### src/rtl/load_store_unit_pkg.sv
`default_nettype none
// ============================================================================
// Module      : load_store_unit_pkg
// Description : Shared types and helpers for the load/store unit: access
//               size and signedness encodings, LSU state, lane helpers.
// Revision    : 1.0 - initial release
// ============================================================================
package load_store_unit_pkg;

   // Access size; encoding 2'd3 is reserved and treated as illegal.
   typedef enum logic [1:0] {
      SIZE_BYTE = 2'd0,
      SIZE_HALF = 2'd1,
      SIZE_WORD = 2'd2
   } int_size_t;

   typedef enum logic {
      UNSIGNED = 1'b0,
      SIGNED   = 1'b1
   } signedness_t;

   typedef enum logic [1:0] {
      LSU_IDLE  = 2'd0,
      LSU_BUS   = 2'd1,
      LSU_RDATA = 2'd2,
      LSU_RESP  = 2'd3
   } lsu_state_t;

   typedef bit [3:0] byte_en_t;

   // True when the access cannot be issued: misaligned or illegal size.
   function automatic logic lsu_fault(input int_size_t size, input logic [1:0] off);
      logic fault;
      case (size)
         SIZE_BYTE: fault = 1'b0;
         SIZE_HALF: fault = off[0];
         SIZE_WORD: fault = (off != 2'b00);
         default:   fault = 1'b1;
      endcase
      return fault;
   endfunction

   // Active byte lanes of the addressed word.
   function automatic byte_en_t lsu_byte_en(input int_size_t size, input logic [1:0] off);
      byte_en_t be;
      case (size)
         SIZE_BYTE: be = byte_en_t'(4'b0001 << off);
         SIZE_HALF: be = byte_en_t'(4'b0011 << off);
         SIZE_WORD: be = 4'b1111;
         default:   be = 4'b0000;
      endcase
      return be;
   endfunction

   // Replicate store data across lanes so the enabled lanes carry it.
   function automatic logic [31:0] lsu_wdata(input int_size_t size, input logic [31:0] wdata);
      logic [31:0] d;
      case (size)
         SIZE_BYTE: d = {4{wdata[7:0]}};
         SIZE_HALF: d = {2{wdata[15:0]}};
         default:   d = wdata;
      endcase
      return d;
   endfunction

endpackage
`default_nettype wire

### src/rtl/lsu_load_align.sv
`default_nettype none
// ============================================================================
// Module      : lsu_load_align
// Description : Combinational load data aligner; shifts the addressed lane
//               down and sign- or zero-extends it to 32 bits.
// Revision    : 1.0 - initial release
// ============================================================================
module lsu_load_align
   import load_store_unit_pkg::*;
(
   input  logic [31:0]  i_rdata,
   input  logic [1:0]   i_offset,
   input  int_size_t    i_size,
   input  signedness_t  i_signedness,
   output logic [31:0]  o_data
);

   logic [31:0] w_shifted;
   logic        w_sext;

   assign w_shifted = i_rdata >> {i_offset, 3'b000};
   assign w_sext    = (i_signedness == SIGNED);

   // Select the access width and extend from its top bit when signed.
   always_comb begin
      o_data = '0;
      case (i_size)
         SIZE_BYTE: o_data = {{24{w_sext & w_shifted[7]}},  w_shifted[7:0]};
         SIZE_HALF: o_data = {{16{w_sext & w_shifted[15]}}, w_shifted[15:0]};
         SIZE_WORD: o_data = w_shifted;
         default:   o_data = '0;
      endcase
   end

endmodule
`default_nettype wire

### src/rtl/load_store_unit.sv
`default_nettype none
// ============================================================================
// Module      : load_store_unit
// Description : Multi-cycle load/store unit bridging the execute stage to a
//               32-bit memory bus with wait-request and read-data-valid.
// Revision    : 1.0 - initial release
// ============================================================================
module load_store_unit
   import load_store_unit_pkg::*;
(
   input  logic         clk,
   input  logic         rst,
   input  logic         req_valid,
   output logic         req_ready,
   input  logic         req_write,
   input  logic [31:0]  req_addr,
   input  int_size_t    req_size,
   input  signedness_t  req_signedness,
   input  logic [31:0]  req_wdata,
   output logic         resp_valid,
   output logic [31:0]  resp_rdata,
   output logic         resp_error,
   output logic [31:0]  mem_addr,
   output logic [3:0]   mem_byteenable,
   output logic [31:0]  mem_wdata,
   output logic         mem_read,
   output logic         mem_write,
   input  logic         mem_waitrequest,
   input  logic         mem_readdatavalid,
   input  logic [31:0]  mem_rdata
);

   lsu_state_t   r_state;
   logic         r_write;
   logic [1:0]   r_offset;
   int_size_t    r_size;
   signedness_t  r_signedness;
   logic         r_mem_read;
   logic         r_mem_write;
   logic [31:0]  r_mem_addr;
   logic [3:0]   r_mem_be;
   logic [31:0]  r_mem_wdata;
   logic         r_resp_valid;
   logic         r_resp_error;
   logic [31:0]  r_resp_rdata;

   logic         w_accept;
   logic         w_fault;
   logic [31:0]  w_load_data;

   assign req_ready = (r_state == LSU_IDLE) && !rst;
   assign w_accept  = req_valid && req_ready;
   assign w_fault   = lsu_fault(req_size, req_addr[1:0]);

   lsu_load_align u_load_align (
      .i_rdata      (mem_rdata),
      .i_offset     (r_offset),
      .i_size       (r_size),
      .i_signedness (r_signedness),
      .o_data       (w_load_data)
   );

   // Request FSM; every bus and response output is registered here.
   always_ff @(posedge clk) begin
      if (rst) begin
         r_state      <= LSU_IDLE;
         r_write      <= 1'b0;
         r_offset     <= 2'b00;
         r_size       <= SIZE_BYTE;
         r_signedness <= UNSIGNED;
         r_mem_read   <= 1'b0;
         r_mem_write  <= 1'b0;
         r_mem_addr   <= '0;
         r_mem_be     <= '0;
         r_mem_wdata  <= '0;
         r_resp_valid <= 1'b0;
         r_resp_error <= 1'b0;
         r_resp_rdata <= '0;
      end else begin
         case (r_state)
            LSU_IDLE: begin
               if (w_accept) begin
                  r_write      <= req_write;
                  r_offset     <= req_addr[1:0];
                  r_size       <= req_size;
                  r_signedness <= req_signedness;
                  if (w_fault) begin
                     // Faulting access answers immediately without a bus command.
                     r_state      <= LSU_RESP;
                     r_resp_valid <= 1'b1;
                     r_resp_error <= 1'b1;
                     r_resp_rdata <= '0;
                  end else begin
                     r_state     <= LSU_BUS;
                     r_mem_addr  <= {req_addr[31:2], 2'b00};
                     r_mem_be    <= lsu_byte_en(req_size, req_addr[1:0]);
                     r_mem_wdata <= lsu_wdata(req_size, req_wdata);
                     r_mem_read  <= !req_write;
                     r_mem_write <= req_write;
                  end
               end
            end
            LSU_BUS: begin
               if (!mem_waitrequest) begin
                  r_mem_read  <= 1'b0;
                  r_mem_write <= 1'b0;
                  if (r_write) begin
                     r_state      <= LSU_RESP;
                     r_resp_valid <= 1'b1;
                     r_resp_error <= 1'b0;
                     r_resp_rdata <= '0;
                  end else begin
                     r_state <= LSU_RDATA;
                  end
               end
            end
            LSU_RDATA: begin
               if (mem_readdatavalid) begin
                  r_state      <= LSU_RESP;
                  r_resp_valid <= 1'b1;
                  r_resp_error <= 1'b0;
                  r_resp_rdata <= w_load_data;
               end
            end
            LSU_RESP: begin
               r_state      <= LSU_IDLE;
               r_resp_valid <= 1'b0;
            end
            default: r_state <= LSU_IDLE;
         endcase
      end
   end

   assign mem_read       = r_mem_read;
   assign mem_write      = r_mem_write;
   assign mem_addr       = r_mem_addr;
   assign mem_byteenable = r_mem_be;
   assign mem_wdata      = r_mem_wdata;
   assign resp_valid     = r_resp_valid;
   assign resp_error     = r_resp_error;
   assign resp_rdata     = r_resp_rdata;

endmodule
`default_nettype wire

### config.mk
export PLATFORM = sky130hd
export DESIGN_NAME = load_store_unit
export DESIGN_NICKNAME = d
export VERILOG_FILES = /design/src/rtl/load_store_unit_pkg.sv /design/src/rtl/lsu_load_align.sv /design/src/rtl/load_store_unit.sv
export SDC_FILE = /design/constraint.sdc
export NUM_CORES = 1
export LEC_CHECK = 0
export ABC_AREA = 1
export ABC_CLOCK_PERIOD_IN_PS = 2330
export CORE_MARGIN = 4
export CORE_UTILIZATION = 30
export DETAILED_ROUTE_END_ITERATION = 7
export PLACE_DENSITY_LB_ADDON = 0.12
export SLEW_MARGIN = 20
export SYNTH_ARGS = -nofsm -noshare
export SYNTH_HDL_FRONTEND = slang
export SYNTH_SLANG_ARGS = --single-unit
### constraint.sdc
create_clock -name clk -period 2.33 [get_ports clk]
set_input_delay 0.3495 -clock clk [delete_from_list [all_inputs] [get_ports clk]]
set_output_delay 0.3495 -clock clk [all_outputs]
set_load 0.005 [all_outputs]
==> impl_results.rst <==
.. list-table::
   :header-rows: 1

   * - Metric
     - Value
   * - Number of global-route vias before repair
     - 5398
   * - Global-route usage over all layers
     - 17.32%
   * - Drt total wl
     - 18.33 mm
   * - Initial drt markers
     - 245
   * - Vias per cell
     - 4.726
   * - Critical Path Sink Type
     - output pin
   * - Row count
     - 49
   * - #FFs+latches synth
     - 110
   * - Net total in the final layout
     - 1105
   * - Worst-case headroom to the max-slew limit
     - 63.08%
   * - Clock insertion delay at the later pin of the skew report
     - 0.36 ns
   * - Clk slew on worst S/H paths
     - 0.07 ns
   * - Maximum clock insertion buffer count
     - 2
   * - Final Skew
     - 0.005905 ns
   * - Slowest cell on crit path
     - clkdlybuf4s50_1
   * - Effective utilization at floorplan
     - 30.66%
   * - Pwr Total
     - 0.006220 W
   * - Area of the mapped netlist
     - 5545 sq um
   * - Main area contributors after synthesis
     - dfxtp_1 (40%), nand2_1 (12%), a21oi_1 (9.6%), o21ai_0 (9.0%), inv_1 (7.0%)
   * - Initial antenna violation count
     - 0
   * - First-pass GRT wire length
     - 28.40 mm
   * - Count of endpoints failing hold in the final timing report
     - 0
   * - Cell-by-cell listing of the critical path
     - inv_1, ha_2, inv_2, nor2_1, clkdlybuf4s50_1
   * - Antenna violation net count after detailed routing
     - 0
   * - Most common library cells after synthesis
     - nand2_1 (176), dfxtp_1 (110), a21oi_1 (106)
   * - Port Buffers
     - 207
   * - Met2 wire length
     - 8.577 mm
   * - Setup Crit Path Kind
     - register to output pin
   * - Highest metal layer used by the detailed router
     - met4
   * - Final HPWL DP
     - 13.74 mm
   * - Average cell area after synthesis
     - 6.812 sq um
   * - Largest fanout on the critical path
     - 6
   * - Filler Cell Count
     - 1860
   * - Total CTS buffers
     - 9
   * - Async set-reset flop share out of synthesis
     - 0%
   * - Post-synth EDFFs
     - 0
   * - Post-layout min period
     - 2.171 ns
   * - Highest cell delay on the worst timing path
     - 0.52 ns
   * - Die outline height
     - 144.0 um
   * - Cells after Synth
     - 814
   * - Count of maximum capacitance violations
     - 0
   * - Leakage power figure
     - 3.199 nW
   * - GRT Residual Overflow
     - 0
   * - Routed len/inst
     - 14.93 um
   * - Count of final max-slew check failures
     - 0
   * - Placed cell areas
     - 7774 sq um
   * - Final setup viols
     - 0
   * - Die X
     - 144.0 um
   * - Cell type contributing the most total cell area after synthesis
     - dfxtp_1
   * - Top-count cell post-synth
     - nand2_1
   * - TritonCTS clock tree
     - yes
   * - Vias
     - 5804
   * - H-tree lvl count
     - 3
   * - Ratio of cells with drive above 1 in the final layout
     - 5.305%
   * - Ratio of final minimum period to clock period
     - 93.17%
   * - Worst Path Arrival
     - 1.82 ns
   * - Sequential area share after synthesis
     - 39.71%
   * - Clock Tree Root
     - clkbuf_16
   * - Power per cell area
     - 767.1 nW/um^2
   * - Setup repair after global routing missed its margin
     - no
   * - Pin slew with the least headroom to its limit
     - 0.5532 ns
   * - Area used by multi-input combinational logic
     - 2640 sq um
   * - Req. time, crit path
     - 1.98 ns
   * - Final Instance Area
     - 8109 sq um
   * - Core Region
     - 18090 sq um
   * - Area share of the largest cell type after synthesis
     - 39.71%
   * - Syn-to-layout area delta
     - 46.23%
   * - Cells on Worst Hold Path
     - 2
   * - Ys Warns
     - 0
   * - Worst vdd rail ir drop
     - 0.0005831 V
   * - Result of the run
     - complete, no violations
   * - Diodes inserted
     - 0
   * - Maximum clock frequency
     - 0.4606 GHz
   * - Depth of the worst register-to-register path
     - 8
   * - Total Negative Setup Slacks
     - 0 ns
   * - Full die area
     - 20720 sq um
   * - Clock sink count
     - 110
   * - Ys flop type
     - dfxtp_1
   * - Routed wire length on met3
     - 1.450 mm
   * - Library cells used by synthesis
     - 34
   * - M1 wire length
     - 7.932 mm
   * - Pin count of the biggest net entering global routing
     - 133
   * - I/O pin count
     - 210
   * - First-pass iteration count of the detailed router
     - 4
   * - Type of the tightest min-delay check
     - register to register
   * - Final routed DRC violation total
     - 0
   * - Startpoint types
     - register
   * - Sequential cell area
     - 2202 sq um
   * - Routability congestion estimate from global placement
     - 0.8465
final timing paths:
path | from | endpoint | slack (ns)
worst max-delay path | r_state[0] | req_ready | 0.16
worst max register to register | r_state[0] | resp_rdata[13] | 0.22
worst min-delay path | mem_wdata[12] | mem_wdata[12] | 0.44
worst min register to register | mem_wdata[12] | mem_wdata[12] | 0.44
state kept, by name, summed over array words and instances (netlist names):
signal          flops
r_offset            2
r_size              2
mem_addr           30
mem_wdata          32
resp_rdata         32
resp_valid          1
mem_byteenable      4
r_signedness        1
resp_error          1
r_write             1
mem_read            1
mem_write           1
r_state             2
per-stage QoR:
stage	std cells	util (%)	worst slack (ns)	hold slack [ns]
4_1_cts	1228	44.82	0.08792	0.4464
6_report	1228	44.84	0.1590	0.4438
2_1_floorplan	815	-	0.6698	0.4373
3_5_place_dp	1212	42.98	0.09119	0.4356
5_1_grt	1228	44.84	0.02842	0.4618
3_3_place_gp	1212	42.98	0.1587	0.4304
layer usage:
layer / track usage, % / vias to the layer above
li1: - / 3014
met1: 22.07 / 2610
met2: 27.54 / 154
met3: 5.757 / 26
met4: 5.847 / 0
met5: 0 / -
worst max-delay path: cells and delay by family, from the launching register on:
kind	cells	cell delay [ns]
buffers and inverters	3	0.73
AND/OR/NAND/NOR	1	0.11
flip-flops	1	0.37
adder cells (fa/ha/maj)	1	0.27
cell usage in the layout (no fill, tap or decap), drive strengths merged:
master           n
nor3             2
a31oi            1
o21ai          116
dfxtp          110
or2              2
nor2            25
nand2          178
clkinv           5
buf             20
o31ai            6
o211ai          14
ha               6
clkbuf           9
o21a             1
nand3b           1
nand4            1
inv            110
nand3           75
clkdlybuf4s50  206
bufinv           2
conb             2
o221ai           1
a21oi          106
final cells by class:
class                      count  share of cell area [%]
clock buffer                   9                   2.777
clock inverter                 7                   1.327
inverter                     110                   5.092
multi-input combinational    537                   32.56
sequential                   110                   27.16
tap                          229                   3.533
timing repair buffer         226                   27.56
power by group:
part           leakage [nW]  total [W]  internal (W)  switching (W)
Sequential            0.894    0.00221       0.00208       0.000125
Clock                 0.163    0.00173      0.000961       0.000772
Combinational          2.14    0.00228      0.000939        0.00134
cell families after synthesis:
kind of cell / after synthesis / share of synthesized area, %
AO/OA/AOI/OAI: 245 / 23.22
adder cells (fa/ha/maj): 6 / 1.354
buffers and inverters: 168 / 12.93
flip-flops: 110 / 39.71
other: 1 / 0.06762
AND/OR/NAND/NOR: 284 / 22.72
what timing repair did:
| action | 4_1_cts | 5_1_grt |
|---|---|---|
| hold buffers | 0 | 0 |
| endpoints found under the setup margin | 0 | 1 |
| gates resized for setup | 0 | 1 |
| setup buffers | 0 | 0 |
(Power assumes the default switching activity.)
